### src/rtl/alu_issue_stage_if.sv
// Issue-stage bundle: upstream decoded-instruction handshake plus the
// ALU operand/control bus driven by the issue register.
interface alu_issue_stage_if #(
    parameter int XLEN = 32
);
    // upstream side
    logic            in_valid;
    logic            in_ready;
    logic [31:0]     in_instr;
    logic [XLEN-1:0] in_pc;
    logic [XLEN-1:0] in_rs1_data;
    logic [XLEN-1:0] in_rs2_data;
    logic            flush;

    // ALU side
    logic            out_valid;
    logic            out_ready;
    logic [3:0]      out_alu_control;
    logic [XLEN-1:0] out_operand_a;
    logic [XLEN-1:0] out_operand_b;
    logic [XLEN-1:0] out_rs2_data;
    logic [XLEN-1:0] out_pc;
    logic            out_illegal;

    // issue stage: initiator of the ALU bus, sink of the upstream stream
    modport master (
        input  in_valid,
        input  in_instr,
        input  in_pc,
        input  in_rs1_data,
        input  in_rs2_data,
        input  flush,
        input  out_ready,
        output in_ready,
        output out_valid,
        output out_alu_control,
        output out_operand_a,
        output out_operand_b,
        output out_rs2_data,
        output out_pc,
        output out_illegal
    );

    // surroundings: decode stage feeding in, ALU consuming out
    modport slave (
        output in_valid,
        output in_instr,
        output in_pc,
        output in_rs1_data,
        output in_rs2_data,
        output flush,
        output out_ready,
        input  in_ready,
        input  out_valid,
        input  out_alu_control,
        input  out_operand_a,
        input  out_operand_b,
        input  out_rs2_data,
        input  out_pc,
        input  out_illegal
    );
endinterface

### src/rtl/alu_issue_stage.sv
// RV32I execute-side issue register: decodes one instruction per handshake
// into an ALU code and operand pair and holds it under valid/ready control.
module alu_issue_stage #(
    parameter int XLEN = 32
) (
    input  logic               clk,
    input  logic               reset_n,
    alu_issue_stage_if.master  bus
);

    // ALU operation codes
    localparam logic [3:0] ALU_ADD  = 4'b0000;
    localparam logic [3:0] ALU_SUB  = 4'b0001;
    localparam logic [3:0] ALU_AND  = 4'b0010;
    localparam logic [3:0] ALU_OR   = 4'b0011;
    localparam logic [3:0] ALU_XOR  = 4'b0100;
    localparam logic [3:0] ALU_SLT  = 4'b0101;
    localparam logic [3:0] ALU_SLTU = 4'b0110;
    localparam logic [3:0] ALU_SLL  = 4'b0111;
    localparam logic [3:0] ALU_SRL  = 4'b1000;
    localparam logic [3:0] ALU_SRA  = 4'b1001;
    localparam logic [3:0] ALU_JALR = 4'b1010;

    // major opcodes (bits [1:0]=11 are part of the compare)
    localparam logic [6:0] OPC_OP     = 7'b0110011;
    localparam logic [6:0] OPC_OP_IMM = 7'b0010011;
    localparam logic [6:0] OPC_LOAD   = 7'b0000011;
    localparam logic [6:0] OPC_STORE  = 7'b0100011;
    localparam logic [6:0] OPC_BRANCH = 7'b1100011;
    localparam logic [6:0] OPC_LUI    = 7'b0110111;
    localparam logic [6:0] OPC_AUIPC  = 7'b0010111;
    localparam logic [6:0] OPC_JAL    = 7'b1101111;
    localparam logic [6:0] OPC_JALR   = 7'b1100111;

    localparam logic [6:0] F7_BASE = 7'b0000000;
    localparam logic [6:0] F7_ALT  = 7'b0100000;

    // operand_a sources
    localparam logic [1:0] A_ZERO = 2'd0;
    localparam logic [1:0] A_RS1  = 2'd1;
    localparam logic [1:0] A_PC   = 2'd2;

    // operand_b sources
    localparam logic [2:0] B_ZERO  = 3'd0;
    localparam logic [2:0] B_RS2   = 3'd1;
    localparam logic [2:0] B_IMM_I = 3'd2;
    localparam logic [2:0] B_IMM_S = 3'd3;
    localparam logic [2:0] B_IMM_U = 3'd4;
    localparam logic [2:0] B_IMM_J = 3'd5;
    localparam logic [2:0] B_SHAMT = 3'd6;

    logic [31:0]     instr;
    logic [6:0]      opcode;
    logic [2:0]      funct3;
    logic [6:0]      funct7;

    logic [XLEN-1:0] imm_i;
    logic [XLEN-1:0] imm_s;
    logic [XLEN-1:0] imm_u;
    logic [XLEN-1:0] imm_j;
    logic [XLEN-1:0] shamt;

    logic [3:0]      dec_code;
    logic [1:0]      dec_sel_a;
    logic [2:0]      dec_sel_b;
    logic            dec_illegal;

    logic [3:0]      nxt_code;
    logic [XLEN-1:0] nxt_operand_a;
    logic [XLEN-1:0] nxt_operand_b;

    logic            load;

    assign instr  = bus.in_instr;
    assign opcode = instr[6:0];
    assign funct3 = instr[14:12];
    assign funct7 = instr[31:25];

    // Branch targets are formed in the fetch/branch unit, so no B-immediate
    // is built here; the ALU only sees the compare operands.
    assign imm_i = {{20{instr[31]}}, instr[31:20]};
    assign imm_s = {{20{instr[31]}}, instr[31:25], instr[11:7]};
    assign imm_u = {instr[31:12], 12'b0};
    assign imm_j = {{12{instr[31]}}, instr[19:12], instr[20], instr[30:21], 1'b0};

    // Immediate shifts hand the ALU the bare shift amount rather than the
    // whole I-field, so instr[30] (the SRA selector) never leaks into b.
    assign shamt = {27'b0, instr[24:20]};

    // funct3 -> operation shared by OP and OP-IMM (no SUB/SRA distinction)
    function automatic logic [3:0] base_op(input logic [2:0] f3);
        logic [3:0] op;
        case (f3)
            3'b000:  op = ALU_ADD;
            3'b001:  op = ALU_SLL;
            3'b010:  op = ALU_SLT;
            3'b011:  op = ALU_SLTU;
            3'b100:  op = ALU_XOR;
            3'b101:  op = ALU_SRL;
            3'b110:  op = ALU_OR;
            default: op = ALU_AND;
        endcase
        return op;
    endfunction

    // Opcode decode: operation code, operand sources and legality
    always_comb begin
        dec_code    = ALU_ADD;
        dec_sel_a   = A_ZERO;
        dec_sel_b   = B_ZERO;
        dec_illegal = 1'b0;

        case (opcode)
            OPC_OP: begin
                dec_sel_a = A_RS1;
                dec_sel_b = B_RS2;
                if (funct7 == F7_BASE) begin
                    dec_code = base_op(funct3);
                end else if (funct7 == F7_ALT && funct3 == 3'b000) begin
                    dec_code = ALU_SUB;
                end else if (funct7 == F7_ALT && funct3 == 3'b101) begin
                    dec_code = ALU_SRA;
                end else begin
                    dec_illegal = 1'b1;
                end
            end

            OPC_OP_IMM: begin
                dec_sel_a = A_RS1;
                dec_sel_b = B_IMM_I;
                dec_code  = base_op(funct3);
                if (funct3 == 3'b001) begin
                    dec_sel_b = B_SHAMT;
                    if (funct7 != F7_BASE) begin
                        dec_illegal = 1'b1;
                    end
                end else if (funct3 == 3'b101) begin
                    dec_sel_b = B_SHAMT;
                    if (instr[30]) begin
                        dec_code = ALU_SRA;
                    end
                    if (instr[31] || (instr[29:25] != 5'b0)) begin
                        dec_illegal = 1'b1;
                    end
                end
            end

            OPC_LOAD: begin
                dec_sel_a = A_RS1;
                dec_sel_b = B_IMM_I;
            end

            OPC_STORE: begin
                dec_sel_a = A_RS1;
                dec_sel_b = B_IMM_S;
            end

            OPC_BRANCH: begin
                dec_sel_a = A_RS1;
                dec_sel_b = B_RS2;
                case (funct3)
                    3'b000, 3'b001: dec_code = ALU_SUB;
                    3'b100, 3'b101: dec_code = ALU_SLT;
                    3'b110, 3'b111: dec_code = ALU_SLTU;
                    default:        dec_illegal = 1'b1;
                endcase
            end

            OPC_LUI: begin
                dec_sel_a = A_ZERO;
                dec_sel_b = B_IMM_U;
            end

            OPC_AUIPC: begin
                dec_sel_a = A_PC;
                dec_sel_b = B_IMM_U;
            end

            OPC_JAL: begin
                dec_sel_a = A_PC;
                dec_sel_b = B_IMM_J;
            end

            OPC_JALR: begin
                dec_code  = ALU_JALR;
                dec_sel_a = A_RS1;
                dec_sel_b = B_IMM_I;
                if (funct3 != 3'b000) begin
                    dec_illegal = 1'b1;
                end
            end

            default: begin
                dec_illegal = 1'b1;
            end
        endcase
    end

    // Operand muxes; an illegal instruction issues as ADD 0,0
    always_comb begin
        nxt_code      = dec_code;
        nxt_operand_a = '0;
        nxt_operand_b = '0;

        case (dec_sel_a)
            A_RS1:   nxt_operand_a = bus.in_rs1_data;
            A_PC:    nxt_operand_a = bus.in_pc;
            default: nxt_operand_a = '0;
        endcase

        case (dec_sel_b)
            B_RS2:   nxt_operand_b = bus.in_rs2_data;
            B_IMM_I: nxt_operand_b = imm_i;
            B_IMM_S: nxt_operand_b = imm_s;
            B_IMM_U: nxt_operand_b = imm_u;
            B_IMM_J: nxt_operand_b = imm_j;
            B_SHAMT: nxt_operand_b = shamt;
            default: nxt_operand_b = '0;
        endcase

        if (dec_illegal) begin
            nxt_code      = ALU_ADD;
            nxt_operand_a = '0;
            nxt_operand_b = '0;
        end
    end

    // Register frees up in the same cycle the consumer takes it: no bubble.
    assign bus.in_ready = !bus.out_valid || bus.out_ready;
    assign load         = bus.in_valid && bus.in_ready && !bus.flush;

    // Issue register: flush beats load, load beats drain
    always_ff @(posedge clk or negedge reset_n) begin
        if (!reset_n) begin
            bus.out_valid       <= 1'b0;
            bus.out_alu_control <= '0;
            bus.out_operand_a   <= '0;
            bus.out_operand_b   <= '0;
            bus.out_rs2_data    <= '0;
            bus.out_pc          <= '0;
            bus.out_illegal     <= 1'b0;
        end else if (bus.flush) begin
            bus.out_valid <= 1'b0;
        end else if (load) begin
            bus.out_valid       <= 1'b1;
            bus.out_alu_control <= nxt_code;
            bus.out_operand_a   <= nxt_operand_a;
            bus.out_operand_b   <= nxt_operand_b;
            bus.out_rs2_data    <= bus.in_rs2_data;
            bus.out_pc          <= bus.in_pc;
            bus.out_illegal     <= dec_illegal;
        end else if (bus.out_ready) begin
            bus.out_valid <= 1'b0;
        end
    end

endmodule

### src/flat_wrapper.sv
// flat-port wrapper written by rule: the top's interface ports become plain ports
module alu_issue_stage_flat 
#(
    parameter int XLEN = 32
)
  (clk, reset_n, bus_in_valid, bus_in_instr, bus_in_pc, bus_in_rs1_data, bus_in_rs2_data, bus_flush, bus_out_ready, bus_in_ready, bus_out_valid, bus_out_alu_control, bus_out_operand_a, bus_out_operand_b, bus_out_rs2_data, bus_out_pc, bus_out_illegal);
  alu_issue_stage_if #(.XLEN(XLEN)) bus_i ();
  input  logic clk;
  input  logic reset_n;
  input wire logic [$bits(bus_i.in_valid)-1:0] bus_in_valid;
  input wire logic [$bits(bus_i.in_instr)-1:0] bus_in_instr;
  input wire logic [$bits(bus_i.in_pc)-1:0] bus_in_pc;
  input wire logic [$bits(bus_i.in_rs1_data)-1:0] bus_in_rs1_data;
  input wire logic [$bits(bus_i.in_rs2_data)-1:0] bus_in_rs2_data;
  input wire logic [$bits(bus_i.flush)-1:0] bus_flush;
  input wire logic [$bits(bus_i.out_ready)-1:0] bus_out_ready;
  output wire logic [$bits(bus_i.in_ready)-1:0] bus_in_ready;
  output wire logic [$bits(bus_i.out_valid)-1:0] bus_out_valid;
  output wire logic [$bits(bus_i.out_alu_control)-1:0] bus_out_alu_control;
  output wire logic [$bits(bus_i.out_operand_a)-1:0] bus_out_operand_a;
  output wire logic [$bits(bus_i.out_operand_b)-1:0] bus_out_operand_b;
  output wire logic [$bits(bus_i.out_rs2_data)-1:0] bus_out_rs2_data;
  output wire logic [$bits(bus_i.out_pc)-1:0] bus_out_pc;
  output wire logic [$bits(bus_i.out_illegal)-1:0] bus_out_illegal;
  assign bus_i.in_valid = bus_in_valid;
  assign bus_i.in_instr = bus_in_instr;
  assign bus_i.in_pc = bus_in_pc;
  assign bus_i.in_rs1_data = bus_in_rs1_data;
  assign bus_i.in_rs2_data = bus_in_rs2_data;
  assign bus_i.flush = bus_flush;
  assign bus_i.out_ready = bus_out_ready;
  assign bus_in_ready = bus_i.in_ready;
  assign bus_out_valid = bus_i.out_valid;
  assign bus_out_alu_control = bus_i.out_alu_control;
  assign bus_out_operand_a = bus_i.out_operand_a;
  assign bus_out_operand_b = bus_i.out_operand_b;
  assign bus_out_rs2_data = bus_i.out_rs2_data;
  assign bus_out_pc = bus_i.out_pc;
  assign bus_out_illegal = bus_i.out_illegal;
  alu_issue_stage #(.XLEN(XLEN)) u_core (.clk(clk), .reset_n(reset_n), .bus(bus_i));
endmodule
### config.mk
export PLATFORM = sky130hd
export DESIGN_NAME = alu_issue_stage_flat
export DESIGN_NICKNAME = d
export VERILOG_FILES = /design/src/rtl/alu_issue_stage_if.sv /design/src/rtl/alu_issue_stage.sv /design/src/flat_wrapper.sv
export SDC_FILE = /design/constraint.sdc
export NUM_CORES = 1
export LEC_CHECK = 0
export CAP_MARGIN = 25
export CORE_MARGIN = 2
export CORE_UTILIZATION = 46
export DETAILED_ROUTE_END_ITERATION = 8
export PLACE_DENSITY = 0.95
export SYNTH_ARGS = -nofsm -noshare
export SYNTH_HDL_FRONTEND = slang
export SYNTH_SLANG_ARGS = --single-unit
export TNS_END_PERCENT = 20
### constraint.sdc
create_clock -name clk -period 3.4 [get_ports clk]
set_input_delay 0.68 -clock clk [delete_from_list [all_inputs] [get_ports clk]]
set_output_delay 0.68 -clock clk [all_outputs]
set_load 0.01 [all_outputs]
### Word level (Yosys, flattened, before mapping)

Index checks and enable logic that the tools add are counted.

| storage, ports and cells | value |
|---|---|
| register bits after elaboration | 134 |
| bits of input ports | 133 |
| output and inout bits | 135 |
| word-level logic and storage cells | 89 |

| operators by class | value |
|---|---|
| eq/ne operators | 25 |
| multiplexer cells | 31 |
| bitwise operators | 1 |
| reduce and logical (&&, ||, !) cells | 25 |

Operator list:

| cell | count |
|---|---|
| $pmux W32 S6 | 1 |
| $mux W32 | 2 |
| $pmux W32 S2 | 1 |
| $eq A7 B6 Y1 const B | 4 |
| $mux W4 | 7 |
| $pmux W4 S7 | 1 |
| $eq A3 B3 Y1 const B | 7 |
| $eq A7 B7 Y1 const B | 3 |
| $pmux W3 S6 | 1 |
| $pmux W4 S4 | 1 |
| $eq A7 B5 Y1 const B | 2 |
| $reduce_or A2 Y1 | 7 |
| $eq A3 B2 Y1 const B | 4 |
| $mux W1 | 12 |
| $reduce_or A6 Y1 | 2 |
| $pmux W3 S3 | 1 |
| $eq A7 B2 Y1 const B | 1 |
| $logic_not A7 Y1 | 1 |
| $reduce_bool A7 Y1 | 1 |
| $eq A3 B1 Y1 const B | 2 |
| $mux W3 | 2 |
| $reduce_bool A3 Y1 | 2 |
| $pmux W1 S5 | 1 |
| $reduce_bool A5 Y1 | 1 |
| 10 further kinds | 15 |

### Logic depth before layout (Yosys ltp)

Gate-level depths: netlist of the first run.

| depth | value |
|---|---|
| word-level depth | 7 |
| gate-level depth with buffers | 10 |
| gate-level depth less buffers | 7 |

### Worst setup path after synthesis of the first run

Ideal clock, no wire load.

| timing path | value |
|---|---|
| kind | in2reg |
| from | input port bus_in_instr[2] |
| to | register u_core.bus.out_operand_a[11] |
| setup time | 0.145 ns |
| data arrival time | 2.524 ns |
| required time | 3.255 ns |
| setup slack | 0.731 ns |
| stages on the path | 8 |
| buffers on the path | 3 |
| cells stage by stage | buf_2 > inv_1 > nor3_1 > clkbuf_1 > a21oi_1 > ha_1 > clkbuf_1 > o31ai_2 |

| between the ends | value |
|---|---|
| cells in the longest elaborated chain, start to end | 6 |
| elaborated cells between the ends (all ways) | 18 |
| those cells by class | eq/ne: 11; mux: 4; reduce/logical: 3 |

RTL lines:

| element | RTL line | RTL |
|---|---|---|
| from (decl) | flat_wrapper.sv:11 | `input wire logic [$bits(bus_i.in_instr)-1:0] bus_in_instr;` |
| $eq A7 B2 Y1 (tied with other cells) | alu_issue_stage.sv:113 | `case (opcode)` |
| $reduce_or A6 Y1 (no line) or $reduce_or A2 Y1 (tied branches) | - |  |
| $pmux W2 S2 | alu_issue_stage.sv:113 |  |
| $eq A2 B2 Y1 or $eq A2 B1 Y1 (tied branches) | alu_issue_stage.sv:205 | `case (dec_sel_a)` |
| $pmux W32 S2 | alu_issue_stage.sv:205 |  |
| $mux W32 (*) | alu_issue_stage.sv:221 | `if (dec_illegal) begin` |
| to (signal assigned) | alu_issue_stage.sv:247 | `bus.out_operand_a <= nxt_operand_a;` |
| to (decl) | alu_issue_stage_if.sv:37 | `output out_operand_a,` |

Mark *: on every way between the ends. The rest lies on a longest branch, timed or not.
A chain may end at the register's enable or synchronous reset.

### Worst setup path in the final report of the first run

| timing path | value |
|---|---|
| from | input port bus_in_instr[6] |
| to | register u_core.bus.out_operand_a[1] |

Same word-level chain as after synthesis.

==> results of run 1 <==
-- cell families (layout without fill, tap and decap cells) --
kind of cell,Yosys count,in the layout,synth area share
xor+xnor,2,2,0.00279
mux,65,65,0.117
flops,134,134,0.535
fa+ha+maj,2,2,0.00399
simple gates,105,105,0.0816
compound gates,172,172,0.223
buf+inv,53,319,0.0375
-- sequential cells by signal, summed over array words and instances (netlist names) --
| register | cells |
|---|---|
| u_core.bus.out_alu_control | 4 |
| u_core.bus.out_illegal | 1 |
| u_core.bus.out_operand_a | 32 |
| u_core.bus.out_operand_b | 32 |
| u_core.bus.out_pc | 32 |
| u_core.bus.out_rs2_data | 32 |
| u_core.bus.out_valid | 1 |
-- cell usage after synthesis, types with 3 or more instances --
master,n,area [um2]
a21boi_0,3,22.5
a21oi_1,5,25.0
a221oi_1,11,96.3
a222oi_1,4,40.0
a22o_1,13,114
a22oi_1,32,240
a31oi_1,11,68.8
a32oi_1,6,52.6
buf_2,5,25.0
buf_6,3,33.8
clkbuf_1,35,131
dfrtp_1,134,3350
inv_1,7,26.3
mux2_2,64,721
nand2_1,71,267
nand2b_1,4,25.0
nor2_1,6,22.5
nor3_1,4,20.0
nor4_2,3,37.5
o211ai_1,3,22.5
o21ai_0,31,155
o21ai_1,5,25.0
o31ai_1,4,30.0
o31ai_2,28,350
-- per-stage QoR --
step                area (um2)   util  hold WS (ps)
floorplan                 6270      -           384
global placement          9150  0.688           460
detailed placement        9150  0.688           470
CTS                       9650  0.726           271
global route              9650  0.726           300
finish                    9650  0.726           263
-- report_power, final --
part | switching, mW | leakage, nW | internal [mW]
clock | 0.623 | 0.245 | 0.981
sequential | 0.0700 | 1.72 | 1.73
combinational | 0.343 | 1.89 | 0.498
total | 1.04 | 3.86 | 3.21
-- worst register-to-register path, cell delays in order, from the launching register on --
cell and delay, ps:
dfrtp_1 370, nand2b_1 120, nand3b_1 180, a221oi_2 320, o2111ai_4 200, buf_4 290, o31ai_1 290
-- layer usage --
metal,share of wire,track usage,wire length (um)
met5,0,0,0
met4,0.042,0.143,836
met3,0.085,0.0745,1710
met2,0.51,0.466,10200
met1,0.37,0.321,7360
-- how the worst max path moves through the flow --
| stage | slack (ps) | start | cells past startpoint | to |
|---|---|---|---|---|
| finish | 510 | bus_in_instr[6] | 6 | u_core.bus.out_operand_a[1] |
| global route | 440 | bus_in_instr[12] | 7 | u_core.bus.out_operand_b[28] |
| CTS | 520 | bus_in_instr[6] | 6 | u_core.bus.out_operand_a[1] |
| detailed placement | 150 | bus_in_instr[6] | 6 | u_core.bus.out_operand_a[1] |
| global placement | 310 | bus_in_instr[6] | 6 | u_core.bus.out_operand_a[1] |
| floorplan | 730 | bus_in_instr[2] | 8 | u_core.bus.out_operand_a[11] |
-- final cells by class --
type,instances,area (um2)
clock buffer,22,444
clock inverter,6,57.6
fill,844,3650
inverter,7,26.3
multi-input combinational,346,2710
sequential,134,3350
tap,176,220
timing repair buffer,284,2840
==> impl_metrics.py, run 1 <==
metrics = {
    "clock_network": {
        "clk_latency_ps": 410,
        "clock-sinks": 134,
        "cts_tree": "yes",
        "cts_resized": 0,
        "numCtsBuffers": 17,
        "clk_pin_slew_ps": 60,
        "ctsLongestPathBuffers": 2,
        "postCtsSetupBuffers": 0,
        "hold_buffers": 0,
        "root_buffer": "clkbuf_16",
        "htreeDepth": 4,
    },
    "power": {
        "finalPower_mw": 4.25,
        "p_leak_nw": 3.86,
        "powerDensity_nw_per_um2": 440,
        "ir_drop_mv": 0.359,
    },
    "outcome": {
        "outcome": "finished clean",
    },
    "synthesis": {
        "synth_cells": 533,
        "synth_ff_type": "dfrtp_1",
        "yosysSeqAreaShare": 0.535,
        "yosysWarnings": 0,
        "synth_nets": 668,
        "synth_cell_types": 55,
        "synth_area_per_cell_um2": 11.8,
        "ys_ff_latch": 134,
        "ys_async_sr_fraction": 1.00,
        "syn_area_um2": 6270,
        "synth_edf_count": 0,
    },
    "placement": {
        "place.gp.congestion": 1.02,
        "hpwl_um": 14600,
        "place_ws_ps": 152,
        "port_buffers": 267,
        "post-place-cells": 947,
    },
    "detailed_routing": {
        "dr_total_vias": 5746,
        "first_iter_violations": 469,
        "wire_per_inst_um": 20.6,
        "first_pass_iters": 7,
        "ant_nets": 0,
        "viasPerCell": 5.89,
        "route.detailed.drc": 0,
        "wl_um": 20100,
    },
    "worst_hold_path": {
        "hold_class": "in2async",
    },
    "setup_path": {
        "critPathBufInv": 1,
        "crit_slowest_cell": "ha_2",
        "critPathArrivalTime_ps": 3150,
        "cp-start-kind": "input pin",
        "max_stage_delay_ps": 940,
        "path_cells": "clkdlybuf4s50_1, nand2b_1, nor3_1, a21oi_1, ha_2, o31ai_1",
        "reg2reg_to": "u_core.bus.out_operand_a[1]",
        "cp_max_fo": 32,
        "worst-r2r-setup-slack_ps": 1530,
        "critPathTopFamily": "adder cells",
        "cp.required_ps": 3650,
        "path_class": "in2reg",
        "r2r_cells": 6,
        "endpoint_kind": "register",
        "r2r_start": "u_core.bus.out_valid",
    },
    "floorplan": {
        "die_h_um": 121,
        "num_rows": 42,
        "dieWidth_um": 121,
        "die_area_um2": 14600,
        "pin_count": 268,
        "fp.coreArea_um2": 13300,
        "start_util": 0.472,
    },
    "cells_and_area": {
        "layout_commonest_cell": "clkdlybuf4s50_1",
        "instances_no_fill": 975,
        "diodes": 0,
        "nets": 925,
        "drive_gt1_frac": 0.181,
        "area_growth_pct": 53.9,
        "final_cell_mix": "clkdlybuf4s50_1, dfrtp_1, nand2_1",
    },
    "timing": {
        "fmax_mhz": 346,
        "finalCritPeriodShare": 0.851,
        "hold_viol": 0,
        "setup_ws_ps": 507,
        "tightest_slew_ps": 883,
        "rsz0062_at_grt": "no",
        "post-route-min-period_ps": 2890,
        "slew_headroom": 0.411,
        "setup_viol": 0,
        "fin_setup_tns_ps": 0,
        "finClkSkew_ps": 6.35,
        "report.final.slew_viol_count": 0,
    },
    "global_route": {
        "grt-ovfl-total": 0,
        "grt_first_pass_wirelength_um": 31000,
        "grt_max_degree": 134,
        "grt_pass1_vias": 5929,
        "track_usage": 0.276,
        "antenna_found_initial": 0,
    },
    "run": {
        "max_cap_violations": 0,
    },
}
No activity file was read; power rests on OpenSTA's default activity.
==> run 2, diff against run 1 <==
Settings changed: CORE_UTILIZATION 46 to 39, PLACE_DENSITY 0.95 to 0.9, SETUP_SLACK_MARGIN set to 0.15.
Clock period 3.4 ns to 2.6 ns, I/O delays scaled along.
==> run 2 against run 1 <==
Effect of this change: cell count up 7.5%; global-route usage down 3.2 points; clock-buffer cell count down 2; setup slack worse by 290 ps; total power up 39%; via count down 1.2%; cell area up 4.6%; flip-flop and latch count unchanged; combinational power up 34%; clock skew down 0.55 ps; largest power group is now clock.
==> impl_metrics.py, run 2 (synthesis results as in run 1) <==
metrics = {
    "timing": {
        "finalCritPeriodShare": 0.918,
        "fmax_mhz": 419,
        "rsz0062_at_grt": "yes",
        "slew_headroom": 0.465,
        "fin_setup_tns_ps": 0,
        "finClkSkew_ps": 5.80,
        "report.final.slew_viol_count": 0,
        "tightest_slew_ps": 800,
        "setup_ws_ps": 214,
        "hold_viol": 0,
        "post-route-min-period_ps": 2390,
        "setup_viol": 0,
    },
    "setup_path": {
        "endpoint_kind": "register",
        "cp_max_fo": 3,
        "cp-start-kind": "input pin",
        "critPathArrivalTime_ps": 2730,
        "cp.required_ps": 2940,
        "path_class": "in2reg",
    },
    "global_route": {
        "grt_pass1_vias": 5866,
        "grt-ovfl-total": 0,
        "track_usage": 0.244,
        "grt_max_degree": 64,
        "antenna_found_initial": 0,
        "grt_first_pass_wirelength_um": 31900,
    },
    "cells_and_area": {
        "layout_commonest_cell": "clkdlybuf4s50_1",
        "instances_no_fill": 1048,
        "diodes": 0,
        "multiInputGateArea_um2": 2720,
        "nets": 955,
        "seqCellArea_um2": 3350,
        "nFillCells": 1233,
        "final_cell_mix": "clkdlybuf4s50_1, dfrtp_1, nand2_1",
        "drive_gt1_frac": 0.216,
        "area_growth_pct": 60.9,
        "final_cell_area_um2": 10100,
    },
    "clock_network": {
        "numCtsBuffers": 17,
        "clk_pin_slew_ps": 60,
        "cts_resized": 0,
        "htreeDepth": 4,
        "ctsLongestPathBuffers": 2,
        "root_buffer": "clkbuf_16",
        "cts_tree": "yes",
        "clock-sinks": 134,
        "clk_latency_ps": 410,
        "hold_buffers": 0,
        "postCtsSetupBuffers": 0,
    },
    "detailed_routing": {
        "dr_total_vias": 5679,
        "first_pass_iters": 7,
        "wire_per_inst_um": 19.8,
        "wl_um": 20700,
        "route.detailed.drc": 0,
        "first_iter_violations": 457,
        "ant_nets": 0,
        "viasPerCell": 5.42,
    },
    "floorplan": {
        "die_h_um": 131,
        "num_rows": 46,
        "start_util": 0.398,
        "die_area_um2": 17100,
        "pin_count": 268,
        "fp.coreArea_um2": 15800,
        "dieWidth_um": 131,
    },
    "power": {
        "powerDensity_nw_per_um2": 585,
        "p_leak_nw": 4.06,
        "ir_drop_mv": 0.427,
    },
    "placement": {
        "port_buffers": 267,
        "post-place-cells": 1017,
        "place_ws_ps": -220,
        "hpwl_um": 15100,
        "place.gp.congestion": 0.887,
        "placed_area_um2": 9490,
    },
    "outcome": {
        "outcome": "finished clean",
    },
    "run": {
        "max_cap_violations": 0,
    },
    "worst_hold_path": {
        "hold_class": "in2async",
    },
}
## run 2: cell types whose count changed in the layout (fill, tap and decap cells not counted), sizes merged
cell,delta
buf,+30
bufinv,+2
clkbuf,-2
clkinv,+2
clkinvlp,+1
## run 2: final cells by class
type	instances	share of cell area
inverter	7	0.00261
tap	216	0.0268
timing repair buffer	314	0.310
clock buffer	20	0.0433
sequential	134	0.332
multi-input combinational	346	0.270
clock inverter	11	0.0153
## run 2: layer usage
layer,vias up,routed length [um],part of all wire,track usage
li1,2590,-,-,-
met1,2789,8260,0.40,0.305
met2,264,10400,0.50,0.411
met3,36,1580,0.076,0.0607
met4,0,456,0.022,0.0914
met5,-,0,0,0
## run 2: power by group
part | internal, mW | switching [mW] | leakage (nW)
sequential | 2.26 | 0.0860 | 1.72
combinational | 0.682 | 0.451 | 2.05
clock | 1.51 | 0.915 | 0.280
total | 4.45 | 1.45 | 4.06
## run 2: worst max-delay path, cell delays in order
cell	delay, ps
clkdlybuf4s50_1	470
buf_4	170
or4_1	630
o41ai_2	320
buf_4	180
nand4b_1	130
o2111ai_1	120
a32o_1	190
## run 2: path summary, 6_finish.rpt
| kind | start | to | slack [ps] | cells after the start |
|---|---|---|---|---|
| setup / recovery | bus_in_instr[25] | u_core.bus.out_alu_control[0] | 210 | 8 |
| hold / removal | reset_n | u_core.bus.out_rs2_data[25] | 60 | 1 |
| setup reg to reg | u_core.bus.out_valid | u_core.bus.out_operand_a[0] | 590 | 6 |
| hold reg to reg | u_core.bus.out_operand_a[8] | u_core.bus.out_operand_a[8] | 480 | 2 |
| max in group asynchronous | reset_n | u_core.bus.out_operand_b[19] | 1770 | 2 |
| min in group clk | u_core.bus.out_operand_a[8] | u_core.bus.out_operand_a[8] | 480 | 2 |
## run 2: metrics by stage
stage | utilization | power, mW | hold WS [ps]
after floorplan | - | 2.75 | 224
after global placement | 0.602 | 3.48 | 461
after detailed placement | 0.602 | 3.51 | 469
after CTS | 0.639 | 5.95 | 89.2
after global routing | 0.640 | 6.13 | 104
final | 0.640 | 5.90 | 61.3
==> RTL change: new RTL, config.mk and constraints of run 2 <==
Reset style: synchronous (`reset_n`), changed in one clocked block.
--- a/src/rtl/alu_issue_stage.sv
+++ b/src/rtl/alu_issue_stage.sv
@@ -231,5 +231,5 @@
 
     // Issue register: flush beats load, load beats drain
-    always_ff @(posedge clk or negedge reset_n) begin
+    always_ff @(posedge clk) begin
         if (!reset_n) begin
             bus.out_valid       <= 1'b0;
Check against the original RTL: differs if reset_n is asserted again (counterexample within 4 cycles, from zero or initial values and one cycle with reset_n low); with reset_n held inactive, the same outputs for 4 cycles.
==> RTL change against run 2 <==
- hold slack gained 0.40 ns
- sequential cell count stayed put
- worst setup slack got worse by 0.059 ns
- clock power down 9.5%
- power is 15% lower
- die area decreased by 3.8%
- area after synthesis is 4.0% lower
- design area fell by 3.0%
- global-route usage increased by 1.5 points
- routed wire length up 5.2%
- critical path type unchanged
- largest cell class is now buffers
- largest power group unchanged
==> RTL change: results (changes against run 2) <==
maximum number of pins on one net before global-route repair 66 (was 64); post-detailed-routing wire length 21800 µm (was 20740 µm); total track usage 25.91% (was 24.40%); source of the worst register-to-register timing path u_core.bus.out_valid (unchanged); crit-path max cell delay 0.60 ns (was 0.63 ns); power per unit of standard cell area 512.9 mW/mm² (was 585.3 mW/mm²); setup slack, reg-to-reg 0.69 ns (was 0.59 ns); net total in the final layout 1072 (was 955); number of detailed-routing iterations run before antenna repair 5 (was 7); worst voltage drop across the vdd grid 452.3 µV (was 427.2 µV); number of global-route vias before repair 6234 (was 5866); internal power 3779 µW (was 4451 µW); iteration-0 DRC count of the detailed router 572 (was 457); number of filler instances in the final layout 1194 (was 1233); signal arrival time at the worst endpoint 2.80 ns (was 2.73 ns); slowest cell on the critical path sky130_fd_sc_hd__or4_4 (was sky130_fd_sc_hd__or4_1); post-detailed-placement half-perimeter wirelength 15330 µm (was 15090 µm); Critical Path End u_core.bus.out_operand_b[23] (was u_core.bus.out_alu_control[0]); CP top delay family compound AO/OA/AOI/OAI gates (was buffers and inverters); gp weighted congestion 0.8792 (was 0.8867); worst slew margin relative to its limit 46.23% (was 46.47%); largest fanout on the critical path 25 (was 3); first-pass GRT wire length 33470 µm (was 31860 µm); via count normalized by instance count 5.714 (was 5.419); outcome finished clean (unchanged); Synth Net Count 795 (was 668); post-synthesis cell type count 53 (was 55); final worst clock skew 0.005458 ns (was 0.005801 ns); sequential share of the synthesized area 44.55% (was 53.48%); most frequent cells after synthesis sky130_fd_sc_hd__nand2_1, sky130_fd_sc_hd__dfxtp_1, sky130_fd_sc_hd__a21boi_0 (was sky130_fd_sc_hd__dfrtp_1, sky130_fd_sc_hd__nand2_1, sky130_fd_sc_hd__mux2_2); cell with the most instances after synthesis sky130_fd_sc_hd__nand2_1 (was sky130_fd_sc_hd__dfrtp_1); number of clock buffers inserted by TritonCTS 17 (unchanged); number of antenna violations at the first check in global routing 1 (was 0); leak pwr 0.003678 µW (was 0.004059 µW); FF-to-FF End u_core.bus.out_pc[14] (was u_core.bus.out_operand_a[0]); dominant register cell in the synthesized netlist sky130_fd_sc_hd__dfxtp_1 (was sky130_fd_sc_hd__dfrtp_1); Async SR Flop Fraction 0% (was 100.0%); ranking of synthesized cells by area sky130_fd_sc_hd__dfxtp_1, sky130_fd_sc_hd__a32o_1, sky130_fd_sc_hd__nand2_1 (was sky130_fd_sc_hd__dfrtp_1, sky130_fd_sc_hd__mux2_2, sky130_fd_sc_hd__o31ai_2); r2r worst-path depth 7 (was 6); Post-DP Area 0.009211 mm² (was 0.009487 mm²); share of post-route cells with drive strength above 1 10.01% (was 21.63%); class of the tightest hold or removal check reg2reg (was in2async)
==> RTL change: power by group through the flow <==
stage                     clock network, µW  registers, µW  logic (µW)
after floorplan                           0           2190         210
after global placement                    0           2170         683
after detailed placement                  0           2170         691
after CTS                              2230           2130         697
after global routing                   2320           2130         751
final                                  2190           2130         704
==> RTL change: metrics by stage <==
step / total power (µW) / setup WS (ns) / cells / hold slack (ns)
floorplan: 2402 / 0.2551 / 660 / 0.4876
global placement: 2850 / -0.2327 / 1104 / 0.4464
detailed placement: 2861 / -0.2632 / 1104 / 0.4527
CTS: 5056 / 0.1662 / 1135 / 0.4632
global route: 5197 / 0.1220 / 1137 / 0.4770
finish: 5017 / 0.1549 / 1138 / 0.4604
==> RTL change: how the worst min path moves through the flow <==
stage	from	end	slack, ns	depth (start not counted)
floorplan	u_core.bus.out_pc[0]	u_core.bus.out_pc[0]	0.49	2
global placement	u_core.bus.out_operand_a[30]	u_core.bus.out_operand_a[30]	0.45	1
detailed placement	u_core.bus.out_operand_a[14]	u_core.bus.out_operand_a[14]	0.45	1
CTS	u_core.bus.out_pc[8]	u_core.bus.out_pc[8]	0.46	2
global route	u_core.bus.out_operand_a[10]	u_core.bus.out_operand_a[10]	0.48	1
finish	u_core.bus.out_rs2_data[1]	u_core.bus.out_rs2_data[1]	0.46	2
==> RTL change: layout make-up <==
class	count	share of cell area (%)
Multi-Input combinational cell	453	31.40
Inverter	8	0.3070
Tap cell	188	2.405
Clock inverter	7	0.4861
Antenna cell	1	0.02558
Sequential cell	134	27.42
Timing Repair Buffer	323	33.03
Clock buffer	24	4.925
==> RTL change: what timing repair did <==
item / 4_1_cts / 5_1_grt
resized for setup: 0 / 1
buffers inserted: 0 / 1
endpoints found under the setup margin: 0 / 62
==> RTL change: routing by layer <==
layer	up-vias	track usage, %	share of wire (%)
met1	3097	32.89	41
li1	3015	-	-
met3	48	7.137	8.8
met4	0	10.41	2.7
met5	-	0	0
met2	343	41.68	47
==> RTL change: cells by family (layout without fill, tap and decap cells) <==
family          after synthesis  in the layout  synth area share [%]
compound gates              241            241                 33.76
simple gates                207            207                 15.83
flops                       134            134                 44.55
buf+inv                      73            362                 4.966
fa+ha+maj                     2              2                0.4155
xor+xnor                      2              2                0.2909
mux                           1              1                0.1870
other cells                   0              1                     0
==> RTL change: tightest hold or removal path: stages (launching register included) <==
cell	delay, ns
sky130_fd_sc_hd__dfxtp_1	0.30
sky130_fd_sc_hd__nand2_1	0.04
sky130_fd_sc_hd__a21boi_0	0.06
